==> src/rtl/iob_clint_arbiter_pkg.sv <==
`default_nettype none
// ============================================================================
// Module      : iob_clint_arbiter_pkg
// Description : Shared FSM state encoding and sizing helper for the CLINT
//               native-bus round-robin arbiter.
// Revision    : 1.0 - initial release
// ============================================================================
package iob_clint_arbiter_pkg;

  // Arbiter sequencing states
  typedef enum logic [1:0] {
    IDLE = 2'd0,
    REQ  = 2'd1,
    WAIT = 2'd2,
    RESP = 2'd3
  } arb_state_t;

  // Ceiling log2 that never returns less than one bit, so degenerate
  // configurations (one master, timeout disabled) still get legal vectors.
  function automatic int clog2_min1(input int value);
    int r;
    r = 0;
    while ((1 << r) < value) r++;
    return (r < 1) ? 1 : r;
  endfunction

endpackage
`default_nettype wire

==> src/rtl/iob_rr_select.sv <==
`default_nettype none
// ============================================================================
// Module      : iob_rr_select
// Description : Combinational round-robin picker. Returns the first set
//               request bit at or above ptr, wrapping around to bit 0.
// Revision    : 1.0 - initial release
// ============================================================================
module iob_rr_select
  import iob_clint_arbiter_pkg::*;
#(
  parameter int N     = 2,
  parameter int PTR_W = clog2_min1(N)
) (
  input  logic [N-1:0]     req,
  input  logic [PTR_W-1:0] ptr,
  output logic [PTR_W-1:0] gnt_idx,
  output logic             any
);

  logic [2*N-1:0] dbl;
  logic [2*N-1:0] masked;

  // Duplicate the request vector, mask the low copy below ptr, and take the
  // lowest surviving bit; a hit in the upper copy is the wrapped-around case.
  always_comb begin
    dbl     = {req, req};
    masked  = '0;
    gnt_idx = '0;
    for (int i = 0; i < 2 * N; i++) begin
      masked[i] = dbl[i] && (i >= int'(ptr));
    end
    for (int i = 2 * N - 1; i >= 0; i--) begin
      if (masked[i]) begin
        gnt_idx = (i >= N) ? PTR_W'(i - N) : PTR_W'(i);
      end
    end
  end

  assign any = |req;

endmodule
`default_nettype wire

==> src/rtl/iob_clint_arbiter.sv <==
`default_nettype none
// ============================================================================
// Module      : iob_clint_arbiter
// Description : Round-robin arbiter sharing one CLINT native-bus slave port
//               among N_MASTERS requesters. One transaction outstanding at a
//               time, single-cycle slave valid, response timeout.
// Revision    : 1.0 - initial release
// ============================================================================
module iob_clint_arbiter
  import iob_clint_arbiter_pkg::*;
#(
  parameter int N_MASTERS = 2,
  parameter int ADDR_W    = 16,
  parameter int DATA_W    = 32,
  parameter int TIMEOUT   = 255
) (
  input  logic                            clk,
  input  logic                            rst,
  input  logic [N_MASTERS-1:0]            m_valid,
  input  logic [N_MASTERS*ADDR_W-1:0]     m_address,
  input  logic [N_MASTERS*DATA_W-1:0]     m_wdata,
  input  logic [N_MASTERS*(DATA_W/8)-1:0] m_wstrb,
  output logic [DATA_W-1:0]               m_rdata,
  output logic [N_MASTERS-1:0]            m_ready,
  output logic                            m_err,
  output logic                            s_valid,
  output logic [ADDR_W-1:0]               s_address,
  output logic [DATA_W-1:0]               s_wdata,
  output logic [DATA_W/8-1:0]             s_wstrb,
  input  logic [DATA_W-1:0]               s_rdata,
  input  logic                            s_ready,
  output logic                            busy
);

  localparam int STRB_W = DATA_W / 8;
  localparam int PTR_W  = clog2_min1(N_MASTERS);
  localparam int CNT_W  = clog2_min1(TIMEOUT + 1);
  localparam logic [CNT_W-1:0] CNT_LAST =
    (TIMEOUT == 0) ? '0 : CNT_W'(TIMEOUT - 1);
  localparam logic [N_MASTERS-1:0] ONE_HOT0 = N_MASTERS'(1);

  arb_state_t       state;
  logic [PTR_W-1:0] prio_ptr;
  logic [PTR_W-1:0] grant;
  logic [PTR_W-1:0] sel_idx;
  logic             sel_any;
  logic [CNT_W-1:0] cnt;

  iob_rr_select #(
    .N     (N_MASTERS),
    .PTR_W (PTR_W)
  ) u_rr_select (
    .req     (m_valid),
    .ptr     (prio_ptr),
    .gnt_idx (sel_idx),
    .any     (sel_any)
  );

  // Grant, issue one slave pulse, wait for ready or timeout, then return the
  // response to the granted master and rotate priority past it.
  always_ff @(posedge clk or posedge rst) begin
    if (rst) begin
      state     <= IDLE;
      prio_ptr  <= '0;
      grant     <= '0;
      cnt       <= '0;
      s_valid   <= 1'b0;
      s_address <= '0;
      s_wdata   <= '0;
      s_wstrb   <= '0;
      m_rdata   <= '0;
      m_ready   <= '0;
      m_err     <= 1'b0;
      busy      <= 1'b0;
    end else begin
      case (state)
        IDLE: begin
          if (sel_any) begin
            grant     <= sel_idx;
            s_address <= m_address[int'(sel_idx)*ADDR_W +: ADDR_W];
            s_wdata   <= m_wdata[int'(sel_idx)*DATA_W +: DATA_W];
            s_wstrb   <= m_wstrb[int'(sel_idx)*STRB_W +: STRB_W];
            s_valid   <= 1'b1;
            busy      <= 1'b1;
            state     <= REQ;
          end
        end
        REQ: begin
          s_valid <= 1'b0;
          cnt     <= '0;
          state   <= WAIT;
        end
        WAIT: begin
          if (s_ready) begin
            m_rdata <= s_rdata;
            m_err   <= 1'b0;
            m_ready <= ONE_HOT0 << grant;
            state   <= RESP;
          end else if ((TIMEOUT != 0) && (cnt == CNT_LAST)) begin
            m_rdata <= '0;
            m_err   <= 1'b1;
            m_ready <= ONE_HOT0 << grant;
            state   <= RESP;
          end else begin
            cnt <= cnt + 1'b1;
          end
        end
        RESP: begin
          m_ready <= '0;
          m_err   <= 1'b0;
          busy    <= 1'b0;
          if (int'(grant) == N_MASTERS - 1) begin
            prio_ptr <= '0;
          end else begin
            prio_ptr <= grant + 1'b1;
          end
          state <= IDLE;
        end
        default: state <= IDLE;
      endcase
    end
  end

endmodule
`default_nettype wire

==> config.mk <==
export PLATFORM = sky130hd
export DESIGN_NAME = iob_clint_arbiter
export DESIGN_NICKNAME = d
export VERILOG_FILES = /design/src/rtl/iob_clint_arbiter_pkg.sv /design/src/rtl/iob_rr_select.sv /design/src/rtl/iob_clint_arbiter.sv
export SDC_FILE = /design/constraint.sdc
export NUM_CORES = 1
export LEC_CHECK = 0
export CORE_MARGIN = 1.5
export CORE_UTILIZATION = 35
export CTS_BUF_LIST = sky130_fd_sc_hd__clkbuf_4
export DETAILED_ROUTE_END_ITERATION = 16
export GPL_TIMING_DRIVEN = 0
export PLACE_DENSITY = 0.86
export SETUP_SLACK_MARGIN = 0.1
export SLEW_MARGIN = 20
export SYNTH_ARGS = -nofsm -noshare
export SYNTH_HDL_FRONTEND = slang
export SYNTH_SLANG_ARGS = --single-unit
==> constraint.sdc <==
create_clock -name clk -period 3.3 [get_ports clk]
set_input_delay 0.825 -clock clk [delete_from_list [all_inputs] [get_ports clk]]
set_output_delay 0.825 -clock clk [all_outputs]
set_load 0.03 [all_outputs]
Yosys cells after proc, flatten, opt, wreduce, memory -nomap -nowiden:

Cells that the tools add are included.

* register bits after elaboration: 101
* bits of input ports: 141

* add/subtract/negate cells: 2
* magnitude comparators: 1
* eq/ne operators: 8
* shifts and indexed selects: 4
* multiplexer cells: 21
* reductions and logical operators: 15

Operators with widths (count)
* two-way mux 32 bit: 2
* indexed part select 64 x 7 -> 32 bit: 1
* indexed part select 32 x 6 -> 16 bit: 1
* two-way mux 8 bit: 2
* case mux 8 bit (2 select lines): 1
* AND reduction 2 bit: 6
* two-way mux 2 bit: 5
* nonzero test 2 bit: 5
* adder 8 x 1 -> 8 bit (second input constant): 1
* equality test 8 bit (second input constant): 1
* case mux 2 bit (4 select lines): 1
* indexed part select 8 x 4 -> 4 bit: 1
* two-way mux 1 bit: 6
* != test 2 bit (second input constant): 3
* case mux 1 bit (2 select lines): 3
* equality test 2 bit (second input constant): 2
* case mux 2 bit (2 select lines): 1
* != test 3 bit (second input constant): 1
* AND reduction 3 bit: 1
* equality test 2 x 1 -> 1 bit (second input constant): 1
* zero test 2 bit: 1
* OR reduction 2 bit: 1
* left shift 1 x 1 -> 2 bit (first input constant): 1
* adder 1 bit (second input constant): 1
* other kinds (2): 2

Depth between registers and ports, before layout:

Gate-level depths: netlist of the first run.

* depth after elaboration: 4
* depth in mapped cells: 7
* gate-level depth less buffers: 6

Hierarchy:

Synthesis of the first run repeated with hierarchy kept, for this count alone.

* cell total of the unflattened synthesis: 391
* area, all modules: 4428.0 um^2

Modules (own cells, without submodules)
* iob_clint_arbiter: times used 1, cells each 388, area an instance 4410.5 um^2, seq. area each 2527.4 um^2
* iob_rr_select: times used 1, cells each 3, area an instance 17.5 um^2, seq. area each 0.0 um^2

Least setup slack after synthesis of the first run:

Ideal clock, no wire load.

* kind: input to register
* start point: input port s_ready
* end point: register cnt[6]
* arrival time: 1.763 ns
* data required time: 3.182 ns
* path slack: 1.419 ns
* stages on the path: 4
* buffers on the path: 0
* path through: nand2b_1 a41oi_4 mux2_4 a21o_1

* word-level cells in the longest chain between the ends: 2

RTL lines
* from (decl): RTL line iob_clint_arbiter.sv:31 `input logic s_ready,`
* != test 2 bit (no source line)
* AND reduction 3 bit (no source line)
* to (signal assigned): RTL line iob_clint_arbiter.sv:105 `cnt <= cnt + 1'b1;`
* to (decl): RTL line iob_clint_arbiter.sv:47 `logic [CNT_W-1:0] cnt;`

Every way passes these cells.
A chain may end at the register's enable or synchronous reset.

Worst setup path in the final report of the first run:

* start point: register s_address[4]
* end point: output port s_address[4]

RTL lines
* from (decl): RTL line iob_clint_arbiter.sv:27 `output logic [ADDR_W-1:0] s_address,`
* from (signal assigned): RTL line iob_clint_arbiter.sv:80 `s_address <= m_address[int'(sel_idx)*ADDR_W +: ADDR_W];`

No word-level cell between the ends.

==> flow_summary.html, run 1 <==
<table>
<tr><th>Metric</th><th>Value</th></tr>
<tr><th colspan="2">GRT</th></tr>
<tr><td>GR Util All Layers</td><td>19.1%</td></tr>
<tr><td>Number of antenna violations at the first check in global routing</td><td>0</td></tr>
<tr><td>Vias in the first global route</td><td>4,071</td></tr>
<tr><td>Largest net degree at the start of global routing</td><td>36</td></tr>
<tr><td>Overflow left after global routing</td><td>0</td></tr>
<tr><td>First-pass GRT wire length</td><td>20,000 um</td></tr>
<tr><th colspan="2">Critical path</th></tr>
<tr><td>Ordered cell list for the critical path</td><td>clkdlybuf4s50_1</td></tr>
<tr><td>Setup crit end kind</td><td>primary output</td></tr>
<tr><td>Crit path largest cell delay</td><td>0.70 ns</td></tr>
<tr><td>Crit path max fanout</td><td>2</td></tr>
<tr><td>Beginning of the worst register-to-register path</td><td>state[0]</td></tr>
<tr><td>Register-to-Register Path Depth</td><td>7</td></tr>
<tr><td>Critical Path RT</td><td>2.47 ns</td></tr>
<tr><td>Critical path startpoint category</td><td>register</td></tr>
<tr><td>Arrival @ worst endpoint</td><td>1.54 ns</td></tr>
<tr><td>Critical path launch point</td><td>s_address[4]</td></tr>
<tr><td>Crit-path leading delay family</td><td>buffers and inverters</td></tr>
<tr><td>Depth of the critical timing path with buffers and inverters included</td><td>1</td></tr>
<tr><td>Kind of critical path</td><td>reg2out</td></tr>
<tr><td>Standard cell with the maximum stage delay on the critical path</td><td>clkdlybuf4s50_1</td></tr>
<tr><td>Buffer and inverter count on the worst path</td><td>1</td></tr>
<tr><th colspan="2">Logic synthesis</th></tr>
<tr><td>Most area-consuming cells after synthesis</td><td>dfrtp_1 (57%), mux2i_1 (12%), o21ai_0 (7.0%)</td></tr>
<tr><td>Number of enable flip-flop cells after synthesis</td><td>0</td></tr>
<tr><td>Fraction of synthesized area in multiplexers</td><td>12.8%</td></tr>
<tr><td>Most common cell in the synthesized netlist</td><td>dfrtp_1</td></tr>
<tr><td>Number of flip-flops and latches in the synthesized netlist</td><td>101</td></tr>
<tr><td>Summed instance area of the synthesized netlist</td><td>4420 sq um</td></tr>
<tr><td>Combinational family with the most area after synthesis</td><td>compound AO/OA/AOI/OAI gates</td></tr>
<tr><td>Gate Count Post-Synth</td><td>393</td></tr>
<tr><td>Average size of a mapped cell</td><td>11.2 sq um</td></tr>
<tr><td>Synthesized-area fraction occupied by adder cells</td><td>1.98%</td></tr>
<tr><td>Xor-xnor portion of the synthesized cell area</td><td>0.198%</td></tr>
<tr><td>Primary flip-flop cell chosen by synthesis mapping</td><td>dfrtp_1</td></tr>
<tr><td>Register area share after synthesis</td><td>57.2%</td></tr>
<tr><td>Warning count from the yosys run</td><td>0</td></tr>
<tr><td>Synth Area in Compound Gates</td><td>15.6%</td></tr>
<tr><td>Unique cell type count in the Yosys netlist</td><td>33</td></tr>
<tr><td>Synthesized-area fraction occupied by and/or/nand/nor cells</td><td>8.78%</td></tr>
<tr><td>Synth cell count leaders</td><td>dfrtp_1 (101), o21ai_0 (62), nand2_1 (59)</td></tr>
<tr><td>Area share of the largest cell type after synthesis</td><td>57.2%</td></tr>
<tr><td>Number of nets produced by synthesis</td><td>541</td></tr>
<tr><td>Async S/R FF share, synth</td><td>100%</td></tr>
<tr><td>Cell type with the largest total area after synthesis</td><td>dfrtp_1</td></tr>
<tr><th colspan="2">Worst hold path</th></tr>
<tr><td>Hold path cells</td><td>2</td></tr>
<tr><td>Startpoint of the tightest hold check path</td><td>s_address[2]</td></tr>
<tr><td>Worst Hold Class</td><td>reg2reg</td></tr>
<tr><th colspan="2">Detailed routing</th></tr>
<tr><td># DRC</td><td>0</td></tr>
<tr><td>Met3 wire len</td><td>933 um</td></tr>
<tr><td>Met2 routed wirelength</td><td>6550 um</td></tr>
<tr><td>Overall via count from detail_route</td><td>3,930</td></tr>
<tr><td>Initial DRC count</td><td>130</td></tr>
<tr><td>Number of search-and-repair iterations in the first detailed-routing pass</td><td>5</td></tr>
<tr><td>DR vias/cell</td><td>4.86</td></tr>
<tr><td>Sum of routed wire segments on met1</td><td>4810 um</td></tr>
<tr><td>Top Metal Used</td><td>met4</td></tr>
<tr><td>Number of nets with antenna violations after detailed routing</td><td>0</td></tr>
<tr><td>Average wire length per cell after detail routing</td><td>15.4 um</td></tr>
<tr><td>Final wirelength</td><td>12,500 um</td></tr>
<tr><th colspan="2">Final layout</th></tr>
<tr><td>Area added between synthesis and finish</td><td>60.6%</td></tr>
<tr><td>Area of all placed cells without fillers</td><td>7100 sq um</td></tr>
<tr><td>Proportion of layout cells with a drive suffix above 1</td><td>5.47%</td></tr>
<tr><td>Final antenna diode count</td><td>0</td></tr>
<tr><td>Fin nets</td><td>783</td></tr>
<tr><th colspan="2">STA</th></tr>
<tr><td>Slew HR</td><td>48.5%</td></tr>
<tr><td>Setup TNS after final layout</td><td>0 ns</td></tr>
<tr><td>Upper clock frequency limit</td><td>423 MHz</td></tr>
<tr><td>Period Utilization, post-route</td><td>71.6%</td></tr>
<tr><td>Worst-margin pin slew</td><td>0.771 ns</td></tr>
<tr><td>Count of endpoints failing setup in the final report</td><td>0</td></tr>
<tr><td>RSZ-0062 raised after global routing</td><td>false</td></tr>
<tr><td>Crit path time final</td><td>2.36 ns</td></tr>
<tr><td>Number of failing hold endpoints at the final stage</td><td>0</td></tr>
<tr><td>Final clock skew</td><td>0.0149 ns</td></tr>
<tr><td>Max Slew Vio Count</td><td>0</td></tr>
<tr><th colspan="2">Die</th></tr>
<tr><td>Count of pins on the block boundary</td><td>230</td></tr>
<tr><td>Core Box Area</td><td>12,200 sq um</td></tr>
<tr><td>Die Span X</td><td>115 um</td></tr>
<tr><td>Total Die Area</td><td>13,300 sq um</td></tr>
<tr><td>Initial Util</td><td>36.3%</td></tr>
<tr><td>Die Span Y</td><td>115 um</td></tr>
<tr><td>Number of rows in the core area</td><td>40</td></tr>
<tr><th colspan="2">Clock tree</th></tr>
<tr><td>Total number of H-tree levels</td><td>3</td></tr>
<tr><td>TritonCTS clock tree</td><td>yes</td></tr>
<tr><td>Number of hold buffers added after cts</td><td>0</td></tr>
<tr><td>Clock sink total</td><td>101</td></tr>
<tr><td>Setup repair bufs after CTS</td><td>0</td></tr>
<tr><td>Clock Root Buffer</td><td>clkbuf_4</td></tr>
<tr><td>Cells resized by post-CTS repair</td><td>0</td></tr>
<tr><td>Max Buffers Root-to-Sink</td><td>2</td></tr>
<tr><td>Cts bufs inserted</td><td>9</td></tr>
<tr><td>Clock latency on the worst-skew pair</td><td>0.43 ns</td></tr>
<tr><td>Clk slew on worst S/H paths</td><td>0.17 ns</td></tr>
<tr><th colspan="2">Place</th></tr>
<tr><td>Final GP Congestion</td><td>0.790</td></tr>
<tr><td>Post-detailed-placement half-perimeter wirelength</td><td>9850 um</td></tr>
<tr><td>Number of buffers added on ports</td><td>229</td></tr>
<tr><td>DP Area</td><td>6960 sq um</td></tr>
<tr><th colspan="2">Job</th></tr>
<tr><td>Max-cap violations</td><td>0</td></tr>
<tr><th colspan="2">Power and ir drop</th></tr>
<tr><td>Max IR drop VDD</td><td>0.000437 V</td></tr>
<tr><td>Static Leak</td><td>3.18 nW</td></tr>
<tr><td>Power per cell area</td><td>876 nW/um^2</td></tr>
<tr><th colspan="2">Outcome</th></tr>
<tr><td>Result of the run</td><td>finished, final reports clean</td></tr>
</table>
## worst paths after layout
path	endpoint	slack, ns
hold / removal	s_address[2]	0.50
max in group asynchronous	s_wdata[9]	1.83
setup reg to reg	s_wdata[21]	1.24
min in group asynchronous	m_rdata[29]	0.84
hold reg to reg	s_address[2]	0.50
setup / recovery	s_address[4]	0.94
## cell families (layout without fill, tap and decap cells)
kind of cell             Yosys count  after routing
AO/OA/AOI/OAI                    105            105
XOR/XNOR                           1              1
adder cells (fa/ha/maj)            7              7
buffers and inverters             33            280
flip-flops                       101            101
multiplexers                      56             56
AND/OR/NAND/NOR                   90             90
## placed cells by master, fill, tap and decap left out, types with 9 or more instances in the layout
cell / Yosys / layout
a22o_1: 32 / 32
clkbuf_1: 15 / 15
nand3_1: 12 / 12
dfrtp_1: 101 / 101
nand2_1: 59 / 59
o21ai_0: 62 / 62
mux2i_1: 55 / 55
clkbuf_4: 0 / 9
clkdlybuf4s50_1: 0 / 229
## routing by layer
layer / up-vias / GRT usage [%]
met5: - / 0
met4: 0 / 5.68
met3: 15 / 5.69
met2: 153 / 34.2
met1: 1890 / 22.0
li1: 1872 / -
## power breakdown
part / internal [mW] / leakage (nW) / switching [mW]
Clock: 0.174 / 0.0710 / 0.457
Sequential: 1.78 / 1.27 / 0.324
Combinational: 1.49 / 1.84 / 1.99
Total: 3.44 / 3.18 / 2.77
## final cells by class
| type | instances | area, sq um |
|---|---|---|
| buffer | 26 | 124 |
| fill | 1038 | 5060 |
| tap | 168 | 210 |
| clock buffer | 9 | 67.6 |
| inverter | 7 | 30.0 |
| sequential | 101 | 2530 |
| timing repair buffer | 231 | 2330 |
| clock inverter | 7 | 65.1 |
| multi-input combinational | 259 | 1740 |
## worst register-to-register path, delay by kind of cell, from the launching register on
kind                       cells  cell delay [ns]
DFF                            1             0.43
AOI/OAI and AO/OA              2             0.43
adders and majority gates      1             0.23
buffers and inverters          3             0.79
and+or+nand+nor                1             0.12
## sequential cells by signal (all words and copies together), names as in the netlist
register	flops
s_valid	1
cnt	8
s_address	16
state	2
grant	1
m_rdata	32
s_wstrb	4
m_ready	2
m_err	1
s_wdata	32
busy	1
prio_ptr	1
## per-stage QoR
step                utilization (%)  setup slack, ns  total power [mW]  cells  hold slack, ns
finish                         58.4            0.939              6.22    808           0.502
global route                   58.4            0.775              6.61    808           0.527
CTS                            58.4            0.891              6.29    808           0.506
detailed placement             57.3            0.420              5.64    792           0.470
global placement               56.9            0.333              5.53    790           0.462
floorplan                         -             1.27              4.08    393           0.474
Power figures use the tool's default switching activity.
==> run 2: changes to the inputs <==
--- a/config.mk
+++ b/config.mk
@@ -10,7 +10,7 @@
 export CTS_BUF_LIST = sky130_fd_sc_hd__clkbuf_4
 export DETAILED_ROUTE_END_ITERATION = 16
 export GPL_TIMING_DRIVEN = 0
-export PLACE_DENSITY = 0.86
+export PLACE_DENSITY = 0.83
 export SETUP_SLACK_MARGIN = 0.1
 export SLEW_MARGIN = 20
 export SYNTH_ARGS = -nofsm -noshare
==> constraint.sdc (replaced) <==
create_clock -name clk -period 2.2 [get_ports clk]
set_input_delay 0.55 -clock clk [delete_from_list [all_inputs] [get_ports clk]]
set_output_delay 0.55 -clock clk [all_outputs]
set_load 0.03 [all_outputs]
==> flow_summary.html, run 2 (synthesis results as in run 1) <==
<table>
<tr><th>Metric</th><th>Value</th></tr>
<tr><th colspan="2">Outcome</th></tr>
<tr><td>Result of the run</td><td>finished, final reports clean</td></tr>
<tr><th colspan="2">Die</th></tr>
<tr><td>Initial Util</td><td>36.3% (unchanged)</td></tr>
<tr><td>Die Span X</td><td>115 um (unchanged)</td></tr>
<tr><td>Die Span Y</td><td>115 um (unchanged)</td></tr>
<tr><td>Number of rows in the core area</td><td>40 (unchanged)</td></tr>
<tr><td>Total Die Area</td><td>13,300 sq um (unchanged)</td></tr>
<tr><td>Count of pins on the block boundary</td><td>230 (unchanged)</td></tr>
<tr><td>Core Box Area</td><td>12,200 sq um (unchanged)</td></tr>
<tr><th colspan="2">Place</th></tr>
<tr><td>Number of buffers added on ports</td><td>229 (unchanged)</td></tr>
<tr><td>Post-detailed-placement half-perimeter wirelength</td><td>9930 um (+0.88%)</td></tr>
<tr><td>Final GP Congestion</td><td>0.786 (-0.47%)</td></tr>
<tr><td>Worst slack at placement</td><td>-0.477 ns (-0.897 ns)</td></tr>
<tr><th colspan="2">Critical path</th></tr>
<tr><td>Setup crit end kind</td><td>primary output</td></tr>
<tr><td>Crit-path leading delay family</td><td>buffers and inverters</td></tr>
<tr><td>Ordered cell list for the critical path</td><td>clkdlybuf4s50_1</td></tr>
<tr><td>Kind of critical path</td><td>reg2out</td></tr>
<tr><td>Arrival @ worst endpoint</td><td>1.47 ns (-0.07 ns)</td></tr>
<tr><td>Crit path largest cell delay</td><td>0.68 ns (-0.02 ns)</td></tr>
<tr><td>Buffer and inverter count on the worst path</td><td>1 (unchanged)</td></tr>
<tr><td>Crit path max fanout</td><td>2 (unchanged)</td></tr>
<tr><td>Critical Path RT</td><td>1.65 ns (-0.82 ns)</td></tr>
<tr><td>Critical path startpoint category</td><td>register</td></tr>
<tr><td>Standard cell with the maximum stage delay on the critical path</td><td>clkdlybuf4s50_1</td></tr>
<tr><th colspan="2">GRT</th></tr>
<tr><td>Vias in the first global route</td><td>4,168 (+2.4%)</td></tr>
<tr><td>Overflow left after global routing</td><td>0 (unchanged)</td></tr>
<tr><td>First-pass GRT wire length</td><td>19,900 um (-0.42%)</td></tr>
<tr><td>Largest net degree at the start of global routing</td><td>33 (-8.3%)</td></tr>
<tr><td>GR Util All Layers</td><td>19.3% (+0.25 points)</td></tr>
<tr><td>Number of antenna violations at the first check in global routing</td><td>1 (+1)</td></tr>
<tr><th colspan="2">Detailed routing</th></tr>
<tr><td>Initial DRC count</td><td>113 (-13%)</td></tr>
<tr><td>Average wire length per cell after detail routing</td><td>15.8 um (+2.2%)</td></tr>
<tr><td># DRC</td><td>0 (unchanged)</td></tr>
<tr><td>Number of nets with antenna violations after detailed routing</td><td>0 (unchanged)</td></tr>
<tr><td>DR vias/cell</td><td>4.85 (-0.32%)</td></tr>
<tr><td>Final wirelength</td><td>12,800 um (+2.5%)</td></tr>
<tr><td>Number of search-and-repair iterations in the first detailed-routing pass</td><td>4 (-1)</td></tr>
<tr><td>Overall via count from detail_route</td><td>3,927 (-0.076%)</td></tr>
<tr><th colspan="2">Clock tree</th></tr>
<tr><td>Setup repair bufs after CTS</td><td>0 (unchanged)</td></tr>
<tr><td>Max Buffers Root-to-Sink</td><td>2 (unchanged)</td></tr>
<tr><td>Clock sink total</td><td>101 (unchanged)</td></tr>
<tr><td>Total number of H-tree levels</td><td>3 (unchanged)</td></tr>
<tr><td>Clock Root Buffer</td><td>clkbuf_4</td></tr>
<tr><td>Clock latency on the worst-skew pair</td><td>0.44 ns (about the same)</td></tr>
<tr><td>Clk slew on worst S/H paths</td><td>0.16 ns (about the same)</td></tr>
<tr><td>TritonCTS clock tree</td><td>yes</td></tr>
<tr><td>Cts bufs inserted</td><td>9 (unchanged)</td></tr>
<tr><th colspan="2">Power and ir drop</th></tr>
<tr><td>Max IR drop VDD</td><td>0.000579 V (+33%)</td></tr>
<tr><td>Power per cell area</td><td>1280 nW/um^2 (+46%)</td></tr>
<tr><td>Static Leak</td><td>3.94 nW (+24%)</td></tr>
<tr><th colspan="2">STA</th></tr>
<tr><td>Slew HR</td><td>68.9% (+20 points)</td></tr>
<tr><td>Crit path time final</td><td>2.02 ns</td></tr>
<tr><td>Period Utilization, post-route</td><td>92.0%</td></tr>
<tr><td>RSZ-0062 raised after global routing</td><td>false</td></tr>
<tr><td>Worst-margin pin slew</td><td>0.466 ns (-0.305 ns)</td></tr>
<tr><td>Count of endpoints failing setup in the final report</td><td>0 (unchanged)</td></tr>
<tr><td>Upper clock frequency limit</td><td>494 MHz</td></tr>
<tr><td>Final clock skew</td><td>0.0148 ns (-0.0000628 ns)</td></tr>
<tr><td>Setup ws final</td><td>0.176 ns (-0.763 ns)</td></tr>
<tr><td>Number of failing hold endpoints at the final stage</td><td>0 (unchanged)</td></tr>
<tr><td>Max Slew Vio Count</td><td>0 (unchanged)</td></tr>
<tr><th colspan="2">Job</th></tr>
<tr><td>Max-cap violations</td><td>0 (unchanged)</td></tr>
<tr><th colspan="2">Final layout</th></tr>
<tr><td>Area added between synthesis and finish</td><td>64.6%</td></tr>
<tr><td>Final core area utilization</td><td>59.8% (+1.4 points)</td></tr>
<tr><td>Top library cells by usage in the layout, fill and taps aside</td><td>clkdlybuf4s50_1 (142), dfrtp_1 (101), o21ai_0 (62), nand2_1 (59), mux2i_1 (55)</td></tr>
<tr><td>Proportion of layout cells with a drive suffix above 1</td><td>6.08% (+0.62 points)</td></tr>
<tr><td>Fin nets</td><td>784 (+0.13%)</td></tr>
<tr><td>Commonest non-fill, non-tap cell in the layout</td><td>clkdlybuf4s50_1</td></tr>
<tr><td>Regs by FF count</td><td>m_rdata (32), s_wdata (32), s_address (16)</td></tr>
<tr><th colspan="2">Worst hold path</th></tr>
<tr><td>Worst Hold Class</td><td>in2async</td></tr>
</table>
==> run 2: changes by cell type in the layout (fill, tap and decap cells not counted), moves of 2 or more <==
| cell | previous run | this run |
|---|---|---|
| clkinv_4 | 2 | 0 |
| inv_8 | 2 | 0 |
| dlymetal6s2s_1 | 0 | 51 |
| clkbuf_2 | 1 | 3 |
| bufinv_16 | 0 | 3 |
| dlygate4sd2_1 | 0 | 36 |
| clkdlybuf4s50_1 | 229 | 142 |
| clkbuf_1 | 15 | 13 |
==> run 2: metal layers <==
metal	track usage [%]	share of wire, %	vias to the layer above
met5	0	0	-
met3	5.96	7.3	18
li1	-	-	1881
met4	7.74	1.8	0
met2	34.4	52	145
met1	21.6	39	1883
==> run 2: power breakdown <==
| group | total [mW] | switching (mW) | internal, mW |
|---|---|---|---|
| Combinational | 4.97 | 3.02 | 1.96 |
| Sequential | 3.12 | 0.447 | 2.67 |
| Clock | 1.21 | 0.633 | 0.582 |
| Total | 9.31 | 4.10 | 5.21 |
==> run 2: through the flow <==
step	TNS, ns	instances	power (mW)	hold WS [ns]	cell area (sq um)
2_1_floorplan	0	393	6.11	0.474	4420
3_3_place_gp	-70.72	790	8.30	0.463	6920
3_5_place_dp	-19.25	793	8.47	0.469	6990
4_1_cts	0	809	9.48	0.405	7140
5_1_grt	0	810	9.91	0.418	7270
6_report	0	810	9.31	0.450	7270
==> run 2: repair_timing <==
| item | in CTS | in global routing |
|---|---|---|
| gates resized for setup | 37 | 55 |
| endpoints found under the setup margin | 76 | 55 |
| hold buffers | 0 | 0 |
| gates cloned | 0 | 0 |
==> run 2: final timing paths <==
kind,start,end,slack [ns],cells past startpoint
worst max-delay path,s_address[15],s_address[15],0.18,1
max in group asynchronous,rst,s_wstrb[3],1.05,4
worst min register to register,s_wdata[16],s_wdata[16],0.49,2
worst max register to register,state[0],cnt[6],0.24,6
min in group clk,s_wdata[16],s_wdata[16],0.49,2
worst min-delay path,rst,m_rdata[27],0.45,2
==> run 2: cell type report <==
type                    instances  area (sq um)
plain buffers                  26           126
clock buffers                   9          67.6
inverters                       7          30.0
flip-flops and latches        101          2530
diodes                          1          2.50
fillers                      1028          4890
well taps                     168           210
multi-input cells             259          1740
clock inverters                 7           120
repair buffers                232          2440
==> run 3: changes to the inputs <==
--- a/config.mk
+++ b/config.mk
@@ -12,6 +12,7 @@
 export GPL_TIMING_DRIVEN = 0
 export PLACE_DENSITY = 0.83
 export SETUP_SLACK_MARGIN = 0.1
+export SKIP_LAST_GASP = 1
 export SLEW_MARGIN = 20
 export SYNTH_ARGS = -nofsm -noshare
 export SYNTH_HDL_FRONTEND = slang
==> results of run 3 <==
Same layout as run 2: the final DEF is identical, and so are final timing and power.
